==> src/rtl/exec_sequencer_if.sv <==
// Bus between the exec sequencer and its neighbours: the instruction-memory
// fetch handshake and the 4x8 register file ports.
interface exec_sequencer_if #(
  parameter int ADDR_W = 8
);
  logic              imem_req;
  logic [ADDR_W-1:0] imem_addr;
  logic [7:0]        imem_data;
  logic              imem_valid;
  logic [1:0]        rf_in_1;
  logic [1:0]        rf_in_2;
  logic              rf_wen;
  logic [7:0]        rf_data;
  logic [7:0]        rf_out_1;
  logic [7:0]        rf_out_2;

  modport master (
    output imem_req, imem_addr, rf_in_1, rf_in_2, rf_wen, rf_data,
    input  imem_data, imem_valid, rf_out_1, rf_out_2
  );

  modport slave (
    input  imem_req, imem_addr, rf_in_1, rf_in_2, rf_wen, rf_data,
    output imem_data, imem_valid, rf_out_1, rf_out_2
  );
endinterface

==> src/rtl/exec_sequencer.sv <==
// Multi-cycle fetch/decode/execute sequencer for the 8-bit CPU: PC, IR, imm,
// Z/C flags, ALU and control FSM; writes results into an external 4x8 register file.
module exec_sequencer #(
  parameter int ADDR_W = 8
) (
  input  logic               clk,
  input  logic               rst_n,
  exec_sequencer_if.master   bus,
  output logic               zero_flag,
  output logic               carry_flag,
  output logic               halted
);

  localparam logic [2:0] S_FETCH     = 3'd0;
  localparam logic [2:0] S_DECODE    = 3'd1;
  localparam logic [2:0] S_FETCH_IMM = 3'd2;
  localparam logic [2:0] S_EXEC      = 3'd3;
  localparam logic [2:0] S_HALT      = 3'd4;

  localparam logic [3:0] OP_ADD = 4'h1;
  localparam logic [3:0] OP_SUB = 4'h2;
  localparam logic [3:0] OP_AND = 4'h3;
  localparam logic [3:0] OP_OR  = 4'h4;
  localparam logic [3:0] OP_XOR = 4'h5;
  localparam logic [3:0] OP_MOV = 4'h6;
  localparam logic [3:0] OP_LDI = 4'h7;
  localparam logic [3:0] OP_SHL = 4'h8;
  localparam logic [3:0] OP_SHR = 4'h9;
  localparam logic [3:0] OP_JMP = 4'hA;
  localparam logic [3:0] OP_JZ  = 4'hB;
  localparam logic [3:0] OP_HLT = 4'hF;

  logic [2:0]        state_q, state_d;
  logic [ADDR_W-1:0] pc_q, pc_d;
  logic [7:0]        ir_q, ir_d;
  logic [7:0]        imm_q, imm_d;
  logic              z_q, z_d;
  logic              c_q, c_d;

  logic [3:0] opcode;
  logic       two_byte;
  logic [7:0] op_a;
  logic [7:0] op_b;
  logic [8:0] sum9;
  logic [8:0] diff9;
  logic [7:0] alu_res;
  logic       alu_c;
  logic       alu_wr;
  logic       alu_flags;

  assign opcode   = ir_q[7:4];
  assign two_byte = (opcode == OP_LDI) || (opcode == OP_JMP) || (opcode == OP_JZ);
  assign op_a     = bus.rf_out_1;
  assign op_b     = bus.rf_out_2;

  // Bit 8 of the 9-bit difference is set exactly when rs1 < rs2 unsigned (borrow).
  always_comb begin
    sum9      = {1'b0, op_a} + {1'b0, op_b};
    diff9     = {1'b0, op_a} - {1'b0, op_b};
    alu_res   = 8'h00;
    alu_c     = c_q;
    alu_wr    = 1'b0;
    alu_flags = 1'b0;
    case (opcode)
      OP_ADD: begin
        alu_res   = sum9[7:0];
        alu_c     = sum9[8];
        alu_wr    = 1'b1;
        alu_flags = 1'b1;
      end
      OP_SUB: begin
        alu_res   = diff9[7:0];
        alu_c     = diff9[8];
        alu_wr    = 1'b1;
        alu_flags = 1'b1;
      end
      OP_AND: begin
        alu_res   = op_a & op_b;
        alu_c     = 1'b0;
        alu_wr    = 1'b1;
        alu_flags = 1'b1;
      end
      OP_OR: begin
        alu_res   = op_a | op_b;
        alu_c     = 1'b0;
        alu_wr    = 1'b1;
        alu_flags = 1'b1;
      end
      OP_XOR: begin
        alu_res   = op_a ^ op_b;
        alu_c     = 1'b0;
        alu_wr    = 1'b1;
        alu_flags = 1'b1;
      end
      OP_MOV: begin
        alu_res = op_b;
        alu_wr  = 1'b1;
      end
      OP_LDI: begin
        alu_res = imm_q;
        alu_wr  = 1'b1;
      end
      OP_SHL: begin
        alu_res   = {op_a[6:0], 1'b0};
        alu_c     = op_a[7];
        alu_wr    = 1'b1;
        alu_flags = 1'b1;
      end
      OP_SHR: begin
        alu_res   = {1'b0, op_a[7:1]};
        alu_c     = op_a[0];
        alu_wr    = 1'b1;
        alu_flags = 1'b1;
      end
      default: begin
        alu_res = 8'h00;
      end
    endcase
  end

  // JZ looks at z_q, i.e. the flag as it stands entering EXEC.
  always_comb begin
    state_d = state_q;
    pc_d    = pc_q;
    ir_d    = ir_q;
    imm_d   = imm_q;
    z_d     = z_q;
    c_d     = c_q;
    case (state_q)
      S_FETCH: begin
        if (bus.imem_valid) begin
          ir_d    = bus.imem_data;
          pc_d    = pc_q + ADDR_W'(1);
          state_d = S_DECODE;
        end
      end
      S_DECODE: begin
        state_d = two_byte ? S_FETCH_IMM : S_EXEC;
      end
      S_FETCH_IMM: begin
        if (bus.imem_valid) begin
          imm_d   = bus.imem_data;
          pc_d    = pc_q + ADDR_W'(1);
          state_d = S_EXEC;
        end
      end
      S_EXEC: begin
        if (alu_flags) begin
          z_d = (alu_res == 8'h00);
          c_d = alu_c;
        end
        if (opcode == OP_JMP || (opcode == OP_JZ && z_q)) begin
          pc_d = ADDR_W'(imm_q);
        end
        state_d = (opcode == OP_HLT) ? S_HALT : S_FETCH;
      end
      S_HALT: begin
        state_d = S_HALT;
      end
      default: begin
        state_d = S_FETCH;
      end
    endcase
  end

  always_ff @(posedge clk) begin
    if (!rst_n) begin
      state_q <= S_FETCH;
      pc_q    <= '0;
      ir_q    <= 8'h00;
      imm_q   <= 8'h00;
      z_q     <= 1'b0;
      c_q     <= 1'b0;
    end else begin
      state_q <= state_d;
      pc_q    <= pc_d;
      ir_q    <= ir_d;
      imm_q   <= imm_d;
      z_q     <= z_d;
      c_q     <= c_d;
    end
  end

  assign bus.imem_req  = (state_q == S_FETCH) || (state_q == S_FETCH_IMM);
  assign bus.imem_addr = pc_q;
  assign bus.rf_in_1   = ir_q[3:2];
  assign bus.rf_in_2   = ir_q[1:0];
  assign bus.rf_wen    = (state_q == S_EXEC) && alu_wr;
  assign bus.rf_data   = alu_res;
  assign zero_flag     = z_q;
  assign carry_flag    = c_q;
  assign halted        = (state_q == S_HALT);

endmodule
==> src/flat_wrapper.sv <==
// flat-port wrapper written by rule: the top's interface ports become plain ports
module exec_sequencer_flat 
#(
  parameter int ADDR_W = 8
)
  (clk, rst_n, zero_flag, carry_flag, halted, bus_imem_req, bus_imem_addr, bus_rf_in_1, bus_rf_in_2, bus_rf_wen, bus_rf_data, bus_imem_data, bus_imem_valid, bus_rf_out_1, bus_rf_out_2);
  exec_sequencer_if #(.ADDR_W(ADDR_W)) bus_i ();
  input  logic clk;
  input  logic rst_n;
  output logic zero_flag;
  output logic carry_flag;
  output logic halted;
  output wire logic [$bits(bus_i.imem_req)-1:0] bus_imem_req;
  output wire logic [$bits(bus_i.imem_addr)-1:0] bus_imem_addr;
  output wire logic [$bits(bus_i.rf_in_1)-1:0] bus_rf_in_1;
  output wire logic [$bits(bus_i.rf_in_2)-1:0] bus_rf_in_2;
  output wire logic [$bits(bus_i.rf_wen)-1:0] bus_rf_wen;
  output wire logic [$bits(bus_i.rf_data)-1:0] bus_rf_data;
  input wire logic [$bits(bus_i.imem_data)-1:0] bus_imem_data;
  input wire logic [$bits(bus_i.imem_valid)-1:0] bus_imem_valid;
  input wire logic [$bits(bus_i.rf_out_1)-1:0] bus_rf_out_1;
  input wire logic [$bits(bus_i.rf_out_2)-1:0] bus_rf_out_2;
  assign bus_imem_req = bus_i.imem_req;
  assign bus_imem_addr = bus_i.imem_addr;
  assign bus_rf_in_1 = bus_i.rf_in_1;
  assign bus_rf_in_2 = bus_i.rf_in_2;
  assign bus_rf_wen = bus_i.rf_wen;
  assign bus_rf_data = bus_i.rf_data;
  assign bus_i.imem_data = bus_imem_data;
  assign bus_i.imem_valid = bus_imem_valid;
  assign bus_i.rf_out_1 = bus_rf_out_1;
  assign bus_i.rf_out_2 = bus_rf_out_2;
  exec_sequencer #(.ADDR_W(ADDR_W)) u_core (.clk(clk), .rst_n(rst_n), .bus(bus_i), .zero_flag(zero_flag), .carry_flag(carry_flag), .halted(halted));
endmodule
==> config.mk <==
export PLATFORM = sky130hd
export DESIGN_NAME = exec_sequencer_flat
export DESIGN_NICKNAME = d
export VERILOG_FILES = /design/src/rtl/exec_sequencer_if.sv /design/src/rtl/exec_sequencer.sv /design/src/flat_wrapper.sv
export SDC_FILE = /design/constraint.sdc
export NUM_CORES = 1
export LEC_CHECK = 0
export ABC_CLOCK_PERIOD_IN_PS = 9800
export CAP_MARGIN = 20
export CORE_MARGIN = 4
export CORE_UTILIZATION = 50
export DETAILED_ROUTE_END_ITERATION = 10
export PLACE_DENSITY = 0.86
export SLEW_MARGIN = 25
export SYNTH_ARGS = -nofsm -noshare
export SYNTH_HDL_FRONTEND = slang
export SYNTH_SLANG_ARGS = --single-unit
==> constraint.sdc <==
create_clock -name clk -period 9.8 [get_ports clk]
set_clock_uncertainty 0.05 [all_clocks]
set_input_delay 2.94 -clock clk [delete_from_list [all_inputs] [get_ports clk]]
set_output_delay 2.94 -clock clk [all_outputs]
set_load 0.02 [all_outputs]
==> results.ini, run 1 <==
[clock_tree]
clk_pin_slew_ps=70
htree_levels=2
post-cts-setup-buffers=0
cts_resized=0
clockRootBuffer=clkbuf_8
cts.sink_count=29
cts_buffers=5
cts_hold_buffers=0
cts_tree=yes
clk_latency_ps=280
cts_max_path_buffers=2

[logic_synthesis]
muxShareOfSynthArea_pct=4.24
yosys_warnings=0
syn_area_per_cell_um2=7.31
synth_fp_nets=458
synth_xor_area_share_pct=1.19
synthCells=404
synthTopCellsByCount=54 x nand2_1, 30 x inv_1, 30 x nor2_1
synth-compound-area-share_pct=28.8
ys_ff_latch=29
synth_edf_count=0
synth_top_area_cell=dfxtp_1
synth_adder_area_share_pct=11.9
synth_area_leaders=dfxtp_1 20%, ha_1 11%, nand2_1 6.9%
yosys_most_used_dff=dfxtp_1
synth.distinct_cells=63
yosysMostFrequentCell=nand2_1
syn_area_um2=2950
async_flop_share_pct=0
synth_top_area_share_pct=19.7
synth_top_family_by_area=compound AO/OA/AOI/OAI gates
ys_seq_area_share_pct=19.7
synth-simple-area-share_pct=24.9

[critical_path]
start_kind=primary input
cp.required_ps=6810
path_delay_family=compound AO/OA/AOI/OAI gates
path_class=in2out
arrival_ps=6150
critPathSlowestCell=a2111oi_0
crit_chain=clkdlybuf4s50_1 -> inv_1 -> ha_1 -> nor3_1 -> a2111oi_0 -> nor3_1 -> a211oi_1 -> o21bai_1 -> o311ai_0 -> clkdlybuf4s50_1
endpoint_kind=output port
cp.depth=10
max_stage_delay_ps=750
r2r_cells=7
critPathBufInv=3
critPathMaxFanout=11

[sta]
setup_viol=0
slew_viol_final=0
fin_crit_ps=9140
fmax_mhz=109
setup_tns_ps=0
rsz0062_at_grt=false
fin_crit_sh_pct=93.2
whs_ps=415
hold_viol=0
maxSlewHeadroom_pct=42.1
tightest_slew_ps=866

[pwr]
power_switching_mw=0.142
p_per_area_nw_per_um2=117
ir_drop_uv=108
power_leakage_nw=1.39
power.internal_mw=0.271
p_seq_share_pct=32.2
p_comb_share_pct=36.2
clkPwrFrac_pct=31.6
p_total_mw=0.412
p_sw_share_pct=34.4

[drt]
first_pass_iters=5
routedWlPerCell_um=16.8
wl_um=8520
ant_nets=0
drc_errors=0
drt_iter0_drc=429
viasPerCell=6.06
vias=3078

[final_layout]
multiInputGateArea_um2=2100
synthToLayoutAreaGrowth_pct=19.6
fin_nets=489
fillCellCount=527
seq_area_um2=581
instances_no_fill=508
antenna_cells=0
drive_above_1_share_pct=5.96

[grt]
grt.total_usage_pct=23.3
grt_overflow=0
grt_max_degree=33
grt_pass1_wl_um=13900
first_global_vias=2867
antenna_found_initial=0

[die]
coreArea_um2=5610
start_util_pct=52.7
ios=52
dieArea_um2=7200
dieWidth_um=84.9
die_h_um=84.9
core.rowCount=27

[job]
maxCapViolations=0

[placed_design]
dpl.cell_count=500
gp_congestion=1.01
dp_hpwl_um=6370
port_buffers=51

[worst_hold_path]
hold_depth=2
holdCritPathClass=reg2reg

[outcome]
status=finished, final reports clean

routing by layer:
| layer | wire length [µm] | global-route usage, % | vias to the layer above |
|---|---|---|---|
| li1 | - | - | 1506 |
| met1 | 3910 | 32.7 | 1433 |
| met2 | 3880 | 37.2 | 123 |
| met3 | 563 | 3.98 | 16 |
| met4 | 168 | 6.33 | 0 |
| met5 | 0 | 0 | - |
layout by cell type (no fill, tap or decap), types with 5 or more instances in the layout:
cell / count
nand3_1: 9
a211oi_1: 7
a21boi_0: 16
nor2_1: 30
and3_1: 6
nand2_1: 54
ha_1: 25
clkdlybuf4s50_1: 51
o21bai_1: 6
mux2i_1: 8
inv_1: 30
o221a_2: 5
dfxtp_1: 29
a21oi_1: 25
nor3_1: 10
and2_1: 6
nor2b_1: 7
o31ai_1: 5
clkbuf_8: 6
o21ai_0: 25
flip-flops by register name, summed over array words and instances, names as in the netlist:
signal / cells
u_core.bus.imem_addr: 8
u_core.imm_q: 8
u_core.ir_q: 8
u_core.state_q: 3
u_core.carry_flag: 1
u_core.zero_flag: 1
path summary, 6_finish.rpt:
check	startpoint	endpoint	slack, ps
max	bus_rf_out_1[4]	bus_rf_data[7]	660
min	u_core.ir_q[2]$_SDFFE_PN0P_	u_core.ir_q[2]$_SDFFE_PN0P_	420
max reg2reg	u_core.state_q[1]$_SDFFE_PN0P_	u_core.zero_flag$_SDFFE_PN0P_	6960
min reg2reg	u_core.ir_q[2]$_SDFFE_PN0P_	u_core.ir_q[2]$_SDFFE_PN0P_	420
cell type report:
cell class | count | area share (%)
clock inverters | 2 | 1.06
repair buffers | 53 | 14.9
flip-flops and latches | 29 | 16.4
multi-input cells | 315 | 59.4
clock buffers | 6 | 2.34
well taps | 72 | 2.55
inverters | 31 | 3.29
cell families (layout without fill, tap and decap cells):
group                      after synthesis  in the layout
and+or+nand+nor                        149            149
muxes                                   11             11
DFF                                     29             29
xor gates and xnor gates                 4              4
buffers and inverters                   60             92
AOI/OAI and AO/OA                      124            124
adders and majority gates               27             27
stage by stage:
step,setup WS [ps],instance area [µm²],util [%]
finish,663,3530,63.0
global route,522,3530,63.0
CTS,749,3530,63.0
global placement,814,3410,60.8
detailed placement,748,3410,60.8
floorplan,2080,2950,-
worst register-to-register path, stage by stage (launching register included):
cell,delay [ps]
dfxtp_1,510
nand3b_1,440
nor4_1,790
and2_1,220
nand4b_1,160
nor4_2,230
o2111ai_1,210
o22ai_1,160
power by group through the flow:
stage          registers [mW]  clock network [mW]  logic, mW
2_1_floorplan           0.131                   0      0.100
3_3_place_gp            0.135                   0      0.145
3_5_place_dp            0.135                   0      0.146
4_1_cts                 0.132               0.131      0.147
5_1_grt                 0.134               0.137      0.162
6_report                0.133               0.130      0.149
No activity file was read; power rests on OpenSTA's default activity.
==> run 2: changes to the inputs <==
==> constraint.sdc (replaced) <==
create_clock -name clk -period 9.8 [get_ports clk]
set_clock_uncertainty 0.05 [all_clocks]
set_input_delay 1.96 -clock clk [delete_from_list [all_inputs] [get_ports clk]]
set_output_delay 1.96 -clock clk [all_outputs]
set_load 0.02 [all_outputs]
==> results.ini, run 2 (synthesized netlist as in run 1, its figures left out) <==
[outcome]
status=finished, final reports clean

[die]
die_h_um=84.9  ; unchanged
coreArea_um2=5610  ; unchanged
core.rowCount=27  ; unchanged
dieArea_um2=7200  ; unchanged
dieWidth_um=84.9  ; unchanged
ios=52  ; unchanged
start_util_pct=52.7  ; unchanged

[critical_path]
worst_r2r_startpoint=u_core.state_q[1]$_SDFFE_PN0P_
crit_end=bus_rf_data[7]
path_class=in2out
crit_path_start=bus_rf_out_1[4]
r2r_end=u_core.zero_flag$_SDFFE_PN0P_
critPathMaxFanout=11  ; unchanged
endpoint_kind=output port
cp.required_ps=7790  ; +980 ps
r2r_cells=7  ; unchanged
reg2reg_slack_ps=6900  ; -60 ps
arrival_ps=5120  ; -1030 ps
start_kind=primary input

[sta]
tightest_slew_ps=875  ; +8.70 ps
setup_tns_ps=0  ; unchanged
fin_crit_sh_pct=72.8  ; -20 points
fmax_mhz=140  ; +28%
slew_viol_final=0  ; unchanged
rsz0062_at_grt=false
hold_viol=0  ; unchanged
setup_viol=0  ; unchanged
fin_crit_ps=7130  ; -2000 ps
whs_ps=425  ; +9.45 ps
maxSlewHeadroom_pct=41.5  ; -0.58 points

[clock_tree]
post-cts-setup-buffers=0  ; unchanged
clk_latency_ps=290  ; about the same
cts_resized=0  ; unchanged
cts_buffers=5  ; unchanged
htree_levels=2  ; unchanged
cts_hold_buffers=0  ; unchanged
clk_pin_slew_ps=70  ; about the same
cts_tree=yes
clockRootBuffer=clkbuf_8
cts.sink_count=29  ; unchanged
cts_max_path_buffers=2  ; unchanged

[final_layout]
antenna_cells=0  ; unchanged
mostFrequentLayoutCell=nand2_1
fin_nets=489  ; unchanged
drive_above_1_share_pct=5.96  ; unchanged
fillCellCount=539  ; +2.3%
layout_common_cells=54 x nand2_1, 51 x clkdlybuf4s50_1, 30 x inv_1, 30 x nor2_1, 29 x dfxtp_1
synthToLayoutAreaGrowth_pct=19.6  ; unchanged

[pwr]
power_leakage_nw=1.39  ; unchanged
ir_drop_uv=89.4  ; -17%
p_per_area_nw_per_um2=117  ; +0.41%

[grt]
first_global_vias=2852  ; -0.52%
antenna_found_initial=0  ; unchanged
grt.total_usage_pct=23.7  ; +0.35 points
grt_overflow=0  ; unchanged
grt_max_degree=33  ; unchanged
grt_pass1_wl_um=14000  ; +1.0%

[placed_design]
dp_hpwl_um=6420  ; +0.75%
gp_congestion=1.01  ; +0.22%
port_buffers=51  ; unchanged

[worst_hold_path]
holdCritPathClass=reg2reg

[drt]
viasPerCell=6.14  ; +1.3%
vias=3118  ; +1.3%
routedWlPerCell_um=16.8  ; +0.40%
drt_iter0_drc=415  ; -3.3%
wl_um=8560  ; +0.40%
ant_nets=0  ; unchanged
first_pass_iters=5  ; unchanged
drc_errors=0  ; unchanged

[job]
maxCapViolations=0  ; unchanged

## run 2: metal layers
metal  wire, µm  GRT usage [%]  part of all wire [%]  vias to the layer above
met5          0              0                     0                        -
met4        157           5.61                   1.8                        0
met3        518           3.30                   6.1                       14
met2       4000           38.6                    47                      129
met1       3880           33.2                    45                     1480
li1           -              -                     -                     1495
## run 2: worst max-delay path, stage by stage
cell	delay (ps)
clkdlybuf4s50_1	550
inv_1	70
ha_1	470
nor3_1	120
a2111oi_0	710
nor3_1	110
a211oi_1	230
o21bai_1	130
o311ai_0	180
clkdlybuf4s50_1	590
## run 2: layout make-up
type | instances | area [µm²] | area share (%)
multi-input cells | 315 | 2100 | 59.4
flip-flops and latches | 29 | 581 | 16.4
inverters | 31 | 116 | 3.29
clock inverters | 2 | 37.5 | 1.06
repair buffers | 53 | 526 | 14.9
well taps | 72 | 90.1 | 2.55
clock buffers | 6 | 82.6 | 2.34
## run 2: how the worst min path moves through the flow
| stage | start | end | slack (ps) | cells after the start |
|---|---|---|---|---|
| 5_1_grt | u_core.ir_q[3]$_SDFFE_PN0P_ | u_core.ir_q[3]$_SDFFE_PN0P_ | 450 | 2 |
| 3_5_place_dp | u_core.ir_q[3]$_SDFFE_PN0P_ | u_core.ir_q[3]$_SDFFE_PN0P_ | 410 | 2 |
| 3_3_place_gp | u_core.ir_q[2]$_SDFFE_PN0P_ | u_core.ir_q[2]$_SDFFE_PN0P_ | 410 | 2 |
| 6_report | u_core.ir_q[2]$_SDFFE_PN0P_ | u_core.ir_q[2]$_SDFFE_PN0P_ | 420 | 2 |
| 2_1_floorplan | u_core.ir_q[0]$_SDFFE_PN0P_ | u_core.ir_q[0]$_SDFFE_PN0P_ | 390 | 2 |
| 4_1_cts | u_core.ir_q[3]$_SDFFE_PN0P_ | u_core.ir_q[3]$_SDFFE_PN0P_ | 420 | 2 |
## run 2: where the power goes
part	internal, mW	switching [mW]
registers	0.124	0.00956
clock network	0.0826	0.0498
logic	0.0645	0.0840
## run 2: stage by stage
stage	power, mW	area [µm²]	utilization, %	cells	setup slack [ps]
final	0.414	3530	63.0	508	2670
after global routing	0.436	3530	63.0	508	2520
after CTS	0.412	3530	63.0	508	2730
after detailed placement	0.281	3410	60.8	500	2760
after global placement	0.280	3410	60.8	500	2780
after floorplan	0.232	2950	-	404	4040
==> run 3: changes to the inputs <==
- ABC_CLOCK_PERIOD_IN_PS: 9800 -> 6150
- CORE_UTILIZATION: 50 -> 49
- PLACE_DENSITY: 0.86 -> 0.88
- clock period: 9.8 -> 6.15 ns (I/O delays scaled with it)
==> results.ini, run 3 (synthesized netlist as in run 1, its figures left out) <==
[die]
die_h_um=85.6  ; +0.92%
ios=52  ; unchanged
core.rowCount=28  ; +3.7%
coreArea_um2=5890  ; +5.0%
dieWidth_um=85.6  ; +0.92%
start_util_pct=50.2  ; -2.5 points
dieArea_um2=7330  ; +1.8%

[grt]
grt.total_usage_pct=23.1  ; -0.62 points
grt_max_degree=34  ; +3.0%
grt_pass1_wl_um=13800  ; -1.6%
met3_usage_pct=5.67  ; +2.4 points
busiest_layer=met2
antenna_found_initial=0  ; unchanged
first_global_vias=2823  ; -1.0%
grt_util_met2_pct=36.3  ; -2.3 points
met1_usage_pct=31.6  ; -1.6 points
grt_overflow=0  ; unchanged

[final_layout]
drive_above_1_share_pct=6.18  ; +0.22 points
antenna_cells=0  ; unchanged
layout_common_cells=54 x nand2_1, 51 x clkdlybuf4s50_1, 30 x inv_1, 30 x nor2_1, 29 x dfxtp_1
mostFrequentLayoutCell=nand2_1
fin_nets=490  ; +0.20%
synthToLayoutAreaGrowth_pct=19.4
final_area_um2=3520  ; -0.21%
fillCellCount=544  ; +0.93%

[outcome]
status=finished, final reports clean

[clock_tree]
clk_latency_ps=280  ; about the same
clockRootBuffer=clkbuf_8
clk_pin_slew_ps=60  ; about the same
cts_tree=yes
htree_levels=2  ; unchanged
cts_max_path_buffers=2  ; unchanged
cts_buffers=5  ; unchanged
cts_hold_buffers=0  ; unchanged
cts_resized=0  ; unchanged
cts.sink_count=29  ; unchanged
post-cts-setup-buffers=0  ; unchanged

[drt]
vias=3072  ; -1.5%
wl_um=8480  ; -0.91%
drt_iter0_drc=337  ; -19%
viasPerCell=6.00  ; -2.2%
routedWlPerCell_um=16.6  ; -1.7%
drc_errors=0  ; unchanged
first_pass_iters=6  ; +1
ant_nets=0  ; unchanged

[pwr]
power_leakage_nw=1.39  ; +0.13%
p_per_area_nw_per_um2=177  ; +51%
ir_drop_uv=118  ; +32%

[critical_path]
max_stage_delay_ps=590  ; -120 ps
reg2reg_slack_ps=3370  ; -3530 ps
r2r_end=u_core.zero_flag$_SDFFE_PN0P_
crit_chain=clkdlybuf4s50_1 -> inv_1 -> ha_1 -> nor3_1 -> a2111oi_0 -> buf_4 -> nor3_1 -> a211oi_1 -> o21bai_1 -> o311ai_0 -> clkdlybuf4s50_1
crit_path_start=bus_rf_out_1[4]
critPathSlowestCell=clkdlybuf4s50_1
critPathMaxFanout=11  ; unchanged
start_kind=primary input
endpoint_kind=output port
r2r_cells=7  ; unchanged
path_class=in2out
arrival_ps=4440  ; -680 ps
cp.required_ps=4870  ; -2920 ps
worst_r2r_startpoint=u_core.state_q[1]$_SDFFE_PN0P_

[sta]
fmax_mhz=175
rsz0062_at_grt=false
setup_viol=0  ; unchanged
tightest_slew_ps=837  ; -37.8 ps
fin_crit_ps=5720
maxSlewHeadroom_pct=44.0  ; +2.5 points
fin_crit_sh_pct=93.0
slew_viol_final=0  ; unchanged
hold_viol=0  ; unchanged
setup_tns_ps=0  ; unchanged

[placed_design]
dp_hpwl_um=6440  ; +0.22%
port_buffers=51  ; unchanged
gp_congestion=0.886  ; -13%
placed_area_um2=3420  ; +0.33%

[worst_hold_path]
holdPathEnd=u_core.ir_q[1]$_SDFFE_PN0P_
hp-start=u_core.ir_q[1]$_SDFFE_PN0P_
hold_depth=2  ; unchanged
holdCritPathClass=reg2reg

[job]
maxCapViolations=0  ; unchanged

[run 3: changes by cell type in the layout (fill, tap and decap cells not counted), sizes merged]
cell / before / now
clkinvlp: 1 / 0
clkbuf: 6 / 7
buf: 2 / 3
clkinv: 0 / 1
bufinv: 1 / 0
[run 3: how the worst max path moves through the flow]
stage	endpoint	slack, ps	cells past startpoint
2_1_floorplan	bus_rf_data[6]	1850	9
3_3_place_gp	bus_rf_data[7]	600	11
3_5_place_dp	bus_rf_data[7]	610	11
4_1_cts	bus_rf_data[7]	590	11
5_1_grt	bus_rf_data[7]	390	11
6_report	bus_rf_data[7]	430	11
[run 3: worst max-delay path: cells and delay by family]
| family | cells | cell delay (ps) |
|---|---|---|
| buffers and inverters | 4 | 1480 |
| AO/OA/AOI/OAI | 4 | 1040 |
| adder cells (fa/ha/maj) | 1 | 500 |
| AND/OR/NAND/NOR | 2 | 180 |
[run 3: area by class of cell]
class / count / area, µm² / share of cell area [%]
multi-input combinational: 315 / 2100 / 59.6
sequential: 29 / 581 / 16.5
clock inverter: 1 / 5.00 / 0.142
inverter: 31 / 116 / 3.30
timing repair buffer: 54 / 533 / 15.1
clock buffer: 7 / 96.3 / 2.73
tap: 75 / 93.8 / 2.66
[run 3: metal layers]
metal / share of wire, % / vias to the layer above / wire, µm
li1: - / 1500 / -
met1: 43 / 1416 / 3680
met2: 47 / 142 / 3970
met3: 8.3 / 14 / 701
met4: 1.5 / 0 / 127
met5: 0 / - / 0
[run 3: through the flow]
step	hold slack, ps	setup slack (ps)	total power [mW]	instances	util [%]
after floorplan	394	1850	0.369	404	-
after global placement	406	599	0.446	504	58.2
after detailed placement	414	605	0.450	504	58.2
after CTS	421	592	0.624	512	59.9
after global routing	446	388	0.659	512	59.9
final	416	433	0.625	512	59.9
[run 3: report_power, final]
group,switching (mW),internal [mW]
combinational,0.136,0.104
clock,0.0729,0.101
sequential,0.0146,0.197
